--- config.mk ---
export PLATFORM = sky130hd
export DESIGN_NAME = note_deserializer_flat
export DESIGN_NICKNAME = d
export VERILOG_FILES = /design/src/rtl/note_link_pkg.sv /design/src/rtl/note_deserializer_if.sv /design/src/rtl/note_deserializer_bit_sync.sv /design/src/rtl/note_deserializer.sv /design/src/flat_wrapper.sv
export SDC_FILE = /design/constraint.sdc
export NUM_CORES = 1
export LEC_CHECK = 0
export BUFFER_PORTS_ARGS = -buffer_cell sky130_fd_sc_hd__buf_2
export CAP_MARGIN = 20
export CORE_UTILIZATION = 35
export CTS_CLUSTER_DIAMETER = 100
export CTS_CLUSTER_SIZE = 24
export DETAILED_ROUTE_END_ITERATION = 10
export GPL_TIMING_DRIVEN = 1
export HOLD_SLACK_MARGIN = 0.12
export PLACE_DENSITY = 0.52
export SYNTH_ARGS = -nofsm -noshare
export SYNTH_HDL_FRONTEND = slang
export SYNTH_SLANG_ARGS = --single-unit
--- constraint.sdc ---
create_clock -name clk -period 5.4 [get_ports clk]
set_input_delay 0.27 -clock clk [delete_from_list [all_inputs] [get_ports clk]]
set_output_delay 0.27 -clock clk [all_outputs]
set_load 0.01 [all_outputs]
--- src/rtl/note_link_pkg.sv ---
// Shared constants and FSM state type for the note link receiver.
// Frame geometry defaults live here so the bench and RTL agree.
package note_link_pkg;

  localparam int SLOTS_PER_FRAME = 64;
  localparam int NUM_NOTES_DEF   = 48;
  localparam int PAD_SLOTS_DEF   = 15;

  typedef enum logic [1:0] {
    IDLE,
    SYNC,
    DATA,
    PAD
  } state_t;

endpackage

--- src/rtl/note_deserializer_if.sv ---
// Serial note link plus the recovered-vector status bundle.
// master drives the line side, slave is the receiving endpoint.
interface note_deserializer_if
  import note_link_pkg::*;
#(
  parameter int NUM_NOTES = NUM_NOTES_DEF
);

  logic                 note_serial_sync;
  logic                 note_serial_data;
  logic [NUM_NOTES-1:0] notes;
  logic                 notes_valid;
  logic                 frame_err;
  logic [7:0]           err_count;
  logic                 link_up;

  modport master (
    output note_serial_sync,
    output note_serial_data,
    input  notes,
    input  notes_valid,
    input  frame_err,
    input  err_count,
    input  link_up
  );

  modport slave (
    input  note_serial_sync,
    input  note_serial_data,
    output notes,
    output notes_valid,
    output frame_err,
    output err_count,
    output link_up
  );

endinterface

--- src/rtl/note_deserializer_bit_sync.sv ---
// Two-flop synchronizer for one asynchronous input bit.
// Resets to 0 so the link looks idle right after reset.
module bit_sync (
  input  logic clk,
  input  logic rst_n,
  input  logic d,
  output logic q
);

  logic meta;

  always_ff @(posedge clk or negedge rst_n) begin
    if (!rst_n) begin
      meta <= 1'b0;
      q    <= 1'b0;
    end else begin
      meta <= d;
      q    <= meta;
    end
  end

endmodule

--- src/rtl/note_deserializer.sv ---
// Recovers the note vector from the sync/data serial pair and
// publishes it atomically with error and link-status flags.
module note_deserializer
  import note_link_pkg::*;
#(
  parameter int BIT_CYCLES     = 8192,
  parameter int NUM_NOTES      = NUM_NOTES_DEF,
  parameter int PAD_SLOTS      = PAD_SLOTS_DEF,
  parameter int SYNC_TOL       = BIT_CYCLES / 8,
  parameter int TIMEOUT_FRAMES = 2
) (
  input  logic clk,
  input  logic rst_n,
  note_deserializer_if.slave link
);

  localparam int TW = $clog2(BIT_CYCLES) + 1;
  localparam int SW = $clog2(BIT_CYCLES + SYNC_TOL + 2);
  localparam int MX = (NUM_NOTES > PAD_SLOTS) ? NUM_NOTES : PAD_SLOTS;
  localparam int CW = $clog2(MX) + 1;
  localparam int WD = TIMEOUT_FRAMES * SLOTS_PER_FRAME * BIT_CYCLES;
  localparam int WW = $clog2(WD + 1);

  localparam logic [TW-1:0] HALF = TW'(BIT_CYCLES / 2);
  localparam logic [TW-1:0] LAST = TW'(BIT_CYCLES - 1);
  localparam logic [SW-1:0] SMIN = SW'(BIT_CYCLES - SYNC_TOL);
  localparam logic [SW-1:0] SMAX = SW'(BIT_CYCLES + SYNC_TOL);
  localparam logic [CW-1:0] DLST = CW'(NUM_NOTES - 1);
  localparam logic [CW-1:0] PLST = CW'(PAD_SLOTS - 1);
  localparam logic [WW-1:0] WLD  = WW'(WD);
  localparam logic [WW-1:0] WONE = WW'(1);

  logic s_sync;
  logic s_data;
  logic sync_q;
  logic rise;
  logic fall;
  logic sample;

  state_t               state, state_n;
  logic [TW-1:0]        tmr, tmr_n;
  logic [SW-1:0]        scnt, scnt_n;
  logic [CW-1:0]        slot, slot_n;
  logic [NUM_NOTES-1:0] shreg, shreg_n;
  logic                 commit;
  logic                 err;

  logic [NUM_NOTES-1:0] notes;
  logic                 notes_valid;
  logic                 frame_err;
  logic [7:0]           err_count;
  logic                 link_up;
  logic [WW-1:0]        wd;

  bit_sync u_sync_s (
    .clk  (clk),
    .rst_n(rst_n),
    .d    (link.note_serial_sync),
    .q    (s_sync)
  );

  bit_sync u_sync_d (
    .clk  (clk),
    .rst_n(rst_n),
    .d    (link.note_serial_data),
    .q    (s_data)
  );

  assign rise   = s_sync & ~sync_q;
  assign fall   = ~s_sync & sync_q;
  assign sample = (tmr == HALF);

  always_ff @(posedge clk or negedge rst_n) begin
    if (!rst_n) begin
      state  <= IDLE;
      sync_q <= 1'b0;
      tmr    <= '0;
      scnt   <= '0;
      slot   <= '0;
      shreg  <= '0;
    end else begin
      state  <= state_n;
      sync_q <= s_sync;
      tmr    <= tmr_n;
      scnt   <= scnt_n;
      slot   <= slot_n;
      shreg  <= shreg_n;
    end
  end

  always_comb begin
    state_n = state;
    tmr_n   = (tmr == LAST) ? '0 : tmr + TW'(1);
    scnt_n  = scnt;
    slot_n  = slot;
    shreg_n = shreg;
    commit  = 1'b0;
    err     = 1'b0;
    unique case (state)
      IDLE: begin
        if (rise) begin
          state_n = SYNC;
          tmr_n   = '0;
          scnt_n  = SW'(1);
        end
      end
      SYNC: begin
        if (fall) begin
          if (scnt >= SMIN && scnt <= SMAX) begin
            state_n = DATA;
            tmr_n   = TW'(1);
            slot_n  = '0;
          end else begin
            err     = 1'b1;
            state_n = IDLE;
          end
        end else if (scnt > SMAX) begin
          // overlong sync: IDLE only re-arms after sync falls
          err     = 1'b1;
          state_n = IDLE;
        end else begin
          scnt_n = scnt + SW'(1);
        end
      end
      DATA: begin
        if (sample) begin
          if (s_sync) begin
            err     = 1'b1;
            state_n = IDLE;
          end else begin
            shreg_n = {s_data, shreg[NUM_NOTES-1:1]};
            slot_n  = slot + CW'(1);
            if (slot == DLST) begin
              state_n = PAD;
              slot_n  = '0;
            end
          end
        end
      end
      PAD: begin
        if (sample) begin
          if (s_sync || s_data) begin
            err     = 1'b1;
            state_n = IDLE;
          end else if (slot == PLST) begin
            commit  = 1'b1;
            state_n = IDLE;
          end else begin
            slot_n = slot + CW'(1);
          end
        end
      end
      default: state_n = IDLE;
    endcase
  end

  always_ff @(posedge clk or negedge rst_n) begin
    if (!rst_n) begin
      notes       <= '0;
      notes_valid <= 1'b0;
      frame_err   <= 1'b0;
      err_count   <= '0;
      link_up     <= 1'b0;
      wd          <= '0;
    end else begin
      notes_valid <= commit;
      frame_err   <= err;
      if (err && err_count != 8'hFF) begin
        err_count <= err_count + 8'd1;
      end
      // commit beats expiry in the same cycle
      if (commit) begin
        notes   <= shreg;
        wd      <= WLD;
        link_up <= 1'b1;
      end else if (wd == WONE) begin
        wd      <= '0;
        link_up <= 1'b0;
        notes   <= '0;
      end else if (wd != '0) begin
        wd <= wd - WONE;
      end
    end
  end

  assign link.notes       = notes;
  assign link.notes_valid = notes_valid;
  assign link.frame_err   = frame_err;
  assign link.err_count   = err_count;
  assign link.link_up     = link_up;

endmodule
--- src/flat_wrapper.sv ---
// flat-port wrapper written by rule: the top's interface ports become plain ports
module note_deserializer_flat import note_link_pkg::*;
#(
  parameter int BIT_CYCLES     = 8192,
  parameter int NUM_NOTES      = NUM_NOTES_DEF,
  parameter int PAD_SLOTS      = PAD_SLOTS_DEF,
  parameter int SYNC_TOL       = BIT_CYCLES / 8,
  parameter int TIMEOUT_FRAMES = 2
)
  (clk, rst_n, link_note_serial_sync, link_note_serial_data, link_notes, link_notes_valid, link_frame_err, link_err_count, link_link_up);
  note_deserializer_if #(.NUM_NOTES(NUM_NOTES)) link_i ();
  input  logic clk;
  input  logic rst_n;
  input wire logic [$bits(link_i.note_serial_sync)-1:0] link_note_serial_sync;
  input wire logic [$bits(link_i.note_serial_data)-1:0] link_note_serial_data;
  output wire logic [$bits(link_i.notes)-1:0] link_notes;
  output wire logic [$bits(link_i.notes_valid)-1:0] link_notes_valid;
  output wire logic [$bits(link_i.frame_err)-1:0] link_frame_err;
  output wire logic [$bits(link_i.err_count)-1:0] link_err_count;
  output wire logic [$bits(link_i.link_up)-1:0] link_link_up;
  assign link_i.note_serial_sync = link_note_serial_sync;
  assign link_i.note_serial_data = link_note_serial_data;
  assign link_notes = link_i.notes;
  assign link_notes_valid = link_i.notes_valid;
  assign link_frame_err = link_i.frame_err;
  assign link_err_count = link_i.err_count;
  assign link_link_up = link_i.link_up;
  note_deserializer #(.BIT_CYCLES(BIT_CYCLES), .NUM_NOTES(NUM_NOTES), .PAD_SLOTS(PAD_SLOTS), .SYNC_TOL(SYNC_TOL), .TIMEOUT_FRAMES(TIMEOUT_FRAMES)) u_core (.clk(clk), .rst_n(rst_n), .link(link_i));
endmodule
Word-level counts from Yosys, hierarchy flattened --
Cells that the tools add are included.
Word-level totals: bits of input ports 4, register bits after elaboration 170
Operators by class: $add $sub $neg 5, reduce and logical (&&, ||, !) cells 13, equal/unequal tests 22, muxes and demuxes 48, bitwise operators 4, $lt $le $gt $ge 3
Operators with widths (count):
- 2-to-1 mux 14 bit | 7
- 2-to-1 mux 48 bit | 2
- 2-to-1 mux 21 bit | 3
- 2-to-1 mux 7 bit | 8
- one-hot mux 14 bit (2 select lines) | 2
- adder 14 x 1 -> 14 bit (second input constant) | 2
- equality test 14 x 13 -> 1 bit (second input constant) | 2
- equality test 21 x 1 -> 1 bit (second input constant) | 1
- one-hot mux 7 bit (3 select lines) | 1
- nonzero test 21 bit | 1
- subtractor 21 x 1 -> 21 bit (second input constant) | 1
- 2-to-1 mux 2 bit | 10
- greater-or-equal comparator 14 x 13 -> 1 bit (second input constant) | 1
- > comparator 14 bit (second input constant) | 1
- <= comparator 14 bit (second input constant) | 1
- 2-to-1 mux 1 bit | 13
- inequality test 2 x 1 -> 1 bit (second input constant) | 5
- inequality test 2 bit (second input constant) | 5
- adder 8 x 1 -> 8 bit (second input constant) | 1
- inequality test 8 bit (second input constant) | 1
- one-hot mux 2 bit (4 select lines) | 1
- AND reduction 8 bit | 1
- adder 7 x 1 -> 7 bit (second input constant) | 1
- equality test 7 x 4 -> 1 bit (second input constant) | 1
- other kinds (16) | 23

Longest topological paths before layout --
Gate-level depths: netlist of run 1.
depth after elaboration 6, gate-level depth with buffers 10, mapped depth without buffers 7

Cells and area by module --
Synthesis of run 1 repeated with hierarchy kept, for this count alone.
Second synthesis, totals: cells, all modules 601, area, all modules 7334.5 µm²
By module, submodules not included:
- note_deserializer | area an instance 7234.4 µm², instances 1, cells an instance 597
- bit_sync | area an instance 50.0 µm², instances 2, cells an instance 2

Worst setup path after synthesis of run 1 --
OpenSTA, ideal clock, no wires.
path type reg2reg, start point reg u_core.scnt[0], end point reg u_core.scnt[4], path buffers 1, cell stages (with the launch flop) 9, arrival 2.256 ns, setup slack 3.066 ns, data required time 5.322 ns, cell sequence dfrtp_1 -> inv_1 -> ha_1 -> or4b_1 -> o311ai_4 -> o211ai_2 -> buf_6 -> or3_1 -> a21oi_1
Between the ends: longest elaborated chain between the ends 4, elaborated cells between the ends (all ways) 7
Ends and longest elaborated chain:
- start, declared | line note_deserializer.sv:42 | logic [SW-1:0] scnt, scnt_n;
- start signal, assigned | line note_deserializer.sv:85 | scnt <= scnt_n;
- adder 14 x 1 -> 14 bit | line note_deserializer.sv:122 | scnt_n = scnt + SW'(1);
- 2-to-1 mux 14 bit | line note_deserializer.sv:117 | end else if (scnt > SMAX) begin
- 2-to-1 mux 14 bit | line note_deserializer.sv:108 | if (fall) begin
- one-hot mux 14 bit (2 select lines) | line note_deserializer.sv:99 | unique case (state)
Several ways; a longest one is shown, not always the timed one. The select of a mux whose other input is x is not followed. A chain may end at the register's enable or synchronous reset.

Final worst setup path of run 1 --
start point reg u_core.tmr[0], end point reg u_core.notes[9] (netlist: u_core.link.notes[9])
Between the ends: longest elaborated chain between the ends 4, elaborated cells between the ends (all ways) 5
Ends and longest elaborated chain:
- start, declared | line note_deserializer.sv:41 | logic [TW-1:0] tmr, tmr_n;
- start signal, assigned | line note_deserializer.sv:84 | tmr <= tmr_n;
- equality test 14 x 13 -> 1 bit (*) | line note_deserializer.sv:71 | assign sample = (tmr == HALF);
- 2-to-1 mux 1 bit (*) | line note_deserializer.sv:141 | if (sample) begin
- 2-to-1 mux 1 bit (*) | line note_deserializer.sv:99
- 2-to-1 mux 48 bit / nonzero test 2 bit (equally long branches)
- end signal, assigned | line note_deserializer.sv:173 | notes <= shreg;
- end, declared | line note_deserializer.sv:48 | logic [NUM_NOTES-1:0] notes;
Every way passes the cells marked *; elsewhere a longest branch is shown, timed or not.

==> results of run 1 <==
-- worst max-delay path: stages, from the launching register on --
cell and delay, ps:
dfrtp_1 450, inv_1 80, ha_1 130, nor3b_1 370, nand4_1 260, nor2_1 350, and2_2 950, a22o_1 280
-- flip-flops by register name (all words and copies together), names as in the netlist --
signal and count:
u_core.link.notes_valid 1, u_core.u_sync_d.q 1, u_core.link.notes 48, u_core.link.frame_err 1, u_core.wd 21, u_core.u_sync_s.q 1, u_core.slot 7, u_core.sync_q 1
u_core.link.err_count 8, u_core.shreg 48, u_core.tmr 14, u_core.link.link_up 1, u_core.u_sync_s.meta 1, u_core.scnt 14, u_core.u_sync_d.meta 1, u_core.state 2
-- kinds of logic (layout without fill, tap and decap cells) --
kind of cell / Yosys count / count (layout) / share of synthesized area [%]
flops: 170 / 170 / 57.9
buf+inv: 43 / 121 / 2.45
mux: 52 / 52 / 7.97
xor+xnor: 31 / 31 / 3.70
compound gates: 117 / 117 / 12.2
simple gates: 196 / 196 / 14.1
fa+ha+maj: 10 / 10 / 1.70
-- stage by stage --
step / hold WS (ps) / setup slack (ps) / instances / total power, mW
4_1_cts: 358 / 2410 / 965 / 2.89
5_1_grt: 358 / 2170 / 967 / 2.99
6_report: 342 / 2440 / 967 / 2.85
3_3_place_gp: 335 / 2520 / 930 / 1.61
2_1_floorplan: -25.6 / 3070 / 619 / 1.54
3_5_place_dp: 343 / 2450 / 930 / 1.62
-- synth_stat cells (4+ instances only) --
cell        n
or3_1      10
and3_1     11
nand2b_1    9
nand3_1    20
ha_1       10
and2_1      5
xor2_1     12
o21ai_0    12
nor2_1     47
inv_1      19
nor3_1     12
buf_2       9
clkbuf_1   14
mux2_2     52
xnor2_1    19
a31oi_1     6
or4_1       7
nor4_1     12
a22o_1     48
nand4_1    11
nand2_1    33
dfrtp_1   170
o21a_1      4
a21oi_1    21
-- path summary, 6_finish.rpt --
| path | from | endpoint | slack, ps | depth (start not counted) |
|---|---|---|---|---|
| worst max-delay path | u_core.tmr[0] | u_core.link.notes[9] | 2440 | 7 |
| worst min-delay path | rst_n | u_core.wd[19] | 340 | 2 |
| worst max register to register | u_core.tmr[0] | u_core.link.notes[9] | 2440 | 7 |
| worst min register to register | u_core.u_sync_s.meta | u_core.u_sync_s.q | 360 | 0 |
| max in group asynchronous | rst_n | u_core.state[0] | 3610 | 4 |
| min in group clk | u_core.u_sync_s.meta | u_core.u_sync_s.q | 360 | 0 |
-- power groups by stage --
| stage | sequential [mW] | combinational (mW) | clock [mW] |
|---|---|---|---|
| after floorplan | 1.40 | 0.143 | 0 |
| after global placement | 1.42 | 0.194 | 0 |
| after detailed placement | 1.42 | 0.200 | 0 |
| after CTS | 1.40 | 0.203 | 1.29 |
| after global routing | 1.41 | 0.237 | 1.34 |
| final | 1.40 | 0.202 | 1.26 |
-- area by class of cell --
type | instances | area [um2] | share of cell area [%]
Sequential cell | 170 | 4250 | 49.5
Multi-Input combinational cell | 406 | 2920 | 34.0
Clock buffer | 19 | 453 | 5.27
Timing Repair Buffer | 70 | 404 | 4.70
Tap cell | 270 | 338 | 3.93
Clock inverter | 13 | 155 | 1.80
Inverter | 19 | 71.3 | 0.830
-- routing by layer --
metal	global-route usage, %	part of all wire [%]	vias up
li1	-	-	2391
met1	20.1	49	2521
met2	23.0	46	85
met3	2.80	2.8	15
met4	6.30	1.5	0
met5	0	0	-
==> key figures, run 1 <==
Logic synthesis
  • Ys flop type: dfrtp_1
  • Async set-reset flop share out of synthesis: 100%
  • Leading post-synthesis cells by cell area: dfrtp_1 (58%), mux2_2 (8.0%), a22o_1 (5.7%)
  • Post-synthesis cell type count: 50
  • Post-synthesis cell count: a little over 600
  • Syn_area_per_cell: 11.9 um2
  • Sequential share of the synthesized area: between 50% and 60%
  • Number of flops mapped to enable cells by yosys: 0
  • Synth top area share: 57.9%
  • Netlist Area Pre-Place: 7350 um2
  • Yosys warns: 0
  • Largest area contributor in the netlist: dfrtp_1
  • Mapped Nets: 633
  • Synth Register Bits: 170

Clocking
  • CTS tree: yes
  • CTS resizes: 0
  • CTS max path bufs: 2
  • Clock Latency Late Sink: approximately 430 ps
  • H-tree depth: 4
  • Cts bufs inserted: 17
  • Post-CTS Hold Fix Bufs: 3
  • Sink Count: between 150 and 200
  • Worst-path clk slew: roughly 70 ps
  • Root Buffer: clkbuf_16
  • Setup bufs post-CTS: 0

GRT
  • Pin count of the biggest net entering global routing: 114
  • Global Route Usage Sum: between 10% and 20%
  • Number of antenna violations at the first check in global routing: 0
  • Grt ovf: 0
  • Vias in the first global route: ~5k
  • First-pass GRT wire length: about 26 mm

STA
  • Relative slew margins: between 20% and 30%
  • RSZ-0062 raised after global routing: false
  • Final max-slew violation count: 0
  • Final setup fails: 0
  • Max Clock Freq: 338 MHz
  • Max Clock Skew: ~14 ps
  • Final Hold Fails: 0
  • Period utilization: a little over half
  • Fin crit period: around 3000 ps
  • Worst slew pin tran: ~1100 ps
  • Setup TNS: 0 ps

Worst setup path
  • Worst EP arrival: ~3300 ps
  • Crit-path max FO: 50
  • CP required: ~5800 ps
  • Critical Path Source Type: flop
  • Worst Setup Path Type: reg2reg
  • CP Capture Type: flop

Outcome
  • Status: complete, no violations

Detailed routing
  • Iteration count of the initial detailed-routing pass: 4
  • Final WL: between 15 and 20 mm
  • Drt initial violations: 316
  • Drt drc: 0
  • ANT nets after route: 0
  • Routed via count: 5,012
  • Routed vias/inst: between 5 and 6
  • Routed WL per cell: about 16 um

Layout
  • Most frequent cells in the layout: dfrtp_1 (170), buf_2 (61), mux2_2 (52)
  • Commonest non-fill, non-tap cell in the layout: dfrtp_1
  • Synth-to-layout area growth: 17.0%
  • Diodes inserted: 0
  • Final core occ: 42.1%
  • Fin area: ~8600 um2
  • Fillers: ~2.0k
  • Final Net Count: 698
  • Share of layout cells above drive strength 1: between 20 and 25%

Floorplanning
  • Initial Util: between 30% and 40%
  • DIE AREA: roughly 22,000 um2
  • Core Area: 20,400 um2
  • Io pins: 63
  • Die width: ~150 um
  • Row count: 52
  • Die height: about 150 um

Power
  • Switch Pwr: roughly 0.73 mW
  • Power Dens Cells: 332 nW/um2
  • Sw Ratio: between 20% and 30%
  • Pint: around 2.1 mW
  • Sequential power share: 48.9%
  • Leak Pwr: roughly 4.3 nW
  • Clock power frac: 44.0%
  • Maximum vdd drop: roughly 210 uV
  • Combinational power share: between 7 and 8%

Placed design
  • Input/output buffers: between 60 and 70
  • Final Wtd Congestion: slightly below 0.8
  • DP Area: about 7900 um2
  • Detailed placement HPWL: around 9.4 mm

Worst hold path
  • HP Class: in2async

Job
  • Maxcap violations: 0
Power figures use the tool's default switching activity.
==> inputs of run 2 (changes only) <==
PLACE_DENSITY = 0.53   (was 0.52)
clock period = 2.5 ns   (was 5.4 ns; I/O delays follow)
==> run 2 against run 1 <==
Effect of this change:
- sequential power grew 110%
- die area did not move
- via count is 3.0% higher
- clock power grew 120%
- highest routed layer unchanged
- flip-flop and latch count unchanged
- largest cell class unchanged
- count of clock-buffer cells in the layout unchanged
- register-to-register slack got worse by 2300 ps
- sequential share of layout area is 1.6 points lower
- final cell count grew 3.2%
- clock skew down 1.2 ps
- setup slack worse by 2300 ps
- maximum frequency increased by 23%
==> key figures, run 2 (synthesized netlist as in run 1, its figures left out) <==
Outcome
  • Status: complete, no violations

Layout
  • FF/Latch Area: between 4000 and 5000 um2
  • Diodes inserted: 0
  • Final Net Count: between 700 and 800
  • Fillers: about 2.0k
  • Synth-to-layout area growth: 20.9%
  • Final core occ: between 40% and 50%
  • Share of layout cells above drive strength 1: a little over a quarter
  • Registers with the most flip-flops: u_core.link.notes x48, u_core.shreg x48, u_core.wd x21
  • Most frequent cells in the layout: dfrtp_1 (170), buf_2 (61), mux2_2 (52)
  • Commonest non-fill, non-tap cell in the layout: dfrtp_1
  • Fin area: between 8000 and 9000 um2
  • Non-Filler Instances: between 900 and 1k
  • Multi-input gate area: 2930 um2

Worst setup path
  • Critical path launch point: u_core.scnt[1]
  • Critical Path, Cell by Cell: inv_1, ha_1, or4b_4, o311ai_4, buf_4, a21o_1, a2111oi_0, buf_4, xor2_1
  • CP Capture Type: flop
  • CP required: between 2000 and 3000 ps
  • Reg2reg start: u_core.scnt[1]
  • Worst reg2reg endpoint: u_core.link.err_count[5]
  • R2r setup slk: ~100 ps
  • Most used cell along the critical path: buf_4
  • Crit-path max FO: 8
  • Critical Path Source Type: flop
  • Worst Setup Path Type: reg2reg
  • R2R cell count: 9
  • Worst EP arrival: roughly 2700 ps
  • Slowest-stage cell, CP: or4b_4
  • CP max stage delay: 480 ps

Clocking
  • H-tree depth: 4
  • Cts bufs inserted: 17
  • Sink Count: 170
  • CTS max path bufs: 2
  • CTS tree: yes
  • Worst-path clk slew: 70 ps
  • Clock Latency Late Sink: ~420 ps
  • Root Buffer: clkbuf_16

GRT
  • Pin count of the biggest net entering global routing: 69
  • Global Route Usage Sum: 15.4%
  • Vias in the first global route: 5,293
  • Grt ovf: 0
  • Number of antenna violations at the first check in global routing: 0
  • First-pass GRT wire length: about 27 mm

Placed design
  • Input/output buffers: between 60 and 70
  • Final Wtd Congestion: 0.846
  • Placed instance count: roughly 960
  • Detailed placement HPWL: 10.2 mm
  • Pre-CTS WS: -40.3 ps
  • DP Area: between 8000 and 9000 um2

Detailed routing
  • Drt initial violations: 286
  • Routed WL per cell: around 15 um
  • ANT nets after route: 0
  • Routed via count: roughly 5.2k
  • Drt drc: 0
  • Final WL: roughly 15 mm
  • Iteration count of the initial detailed-routing pass: 4
  • Routed vias/inst: approximately 5.2

Power
  • Leak Pwr: ~4.5 nW
  • Power Dens Cells: a little over 700 nW/um2
  • Maximum vdd drop: about 440 uV

Job
  • Maxcap violations: 0

STA
  • Worst slew pin tran: 668 ps
  • Setup TNS: 0 ps
  • Period utilization: between 90% and 100%
  • Final Hold Fails: 0
  • Final WS setup: around 100 ps
  • Relative slew margins: 55.5%
  • Final max-slew violation count: 0
  • Max Clock Freq: 417 MHz
  • Final setup fails: 0
  • Fin crit period: about 2400 ps
  • Max Clock Skew: around 13 ps

Floorplanning
  • Initial Util: between 30% and 40%
  • Row count: 52
  • Io pins: 63
  • DIE AREA: between 20,000 and 25,000 um2
  • Die width: between 100 and 150 um
  • Core Area: between 20,000 and 25,000 um2
  • Die height: approximately 150 um

Worst hold path
  • HP Class: in2async
## run 2: how the worst max path moves through the flow
stage	end	cells after the start
2_1_floorplan	u_core.scnt[4]	8
3_3_place_gp	u_core.scnt[9]	7
3_5_place_dp	u_core.scnt[9]	7
4_1_cts	u_core.link.err_count[5]	9
5_1_grt	u_core.scnt[9]	7
6_report	u_core.link.err_count[5]	9
## run 2: final cells by class
cell class	count	share of cell area [%]
flip-flops and latches	170	47.9
clock inverters	13	2.03
clock buffers	19	4.99
repair buffers	101	7.51
multi-input cells	406	33.0
well taps	270	3.80
inverters	19	0.803
## run 2: worst max-delay path: cells and delay by family (launching register included)
kind                       cells  cell delay [ps]
adders and majority gates      1              140
and+or+nand+nor                1              480
DFF                            1              400
xor gates and xnor gates       1              130
buffers and inverters          3              400
AOI/OAI and AO/OA              3              730
## run 2: metal layers
layer  vias up  part of all wire, %  track usage (%)
li1       2452                    -                -
met1      2581                   48             21.1
met5         -                    0                0
met3        26                  3.2             3.85
met4         0                  1.8             5.89
met2       103                   47             23.5
## run 2: repair_timing
action	4_1_cts	5_1_grt
gates resized for setup	0	2
hold buffers	3	0
buffers inserted	3	1
setup endpoints to repair	2	19
pin swaps	1	1
hold endpoints to repair	66	0
## run 2: stage by stage
stage                     hold slack [ps]  power, mW
after floorplan                      -171       3.33
after global placement                194       3.56
after detailed placement              198       3.59
after CTS                             316       6.38
after global routing                  340       6.63
final                                 301       6.33
## run 2: report_power, final
group / total [mW] / switching (mW) / leakage (nW) / internal (mW)
registers: 2.98 / 0.118 / 2.34 / 2.86
logic: 0.575 / 0.322 / 1.82 / 0.253
clock network: 2.77 / 1.14 / 0.304 / 1.63
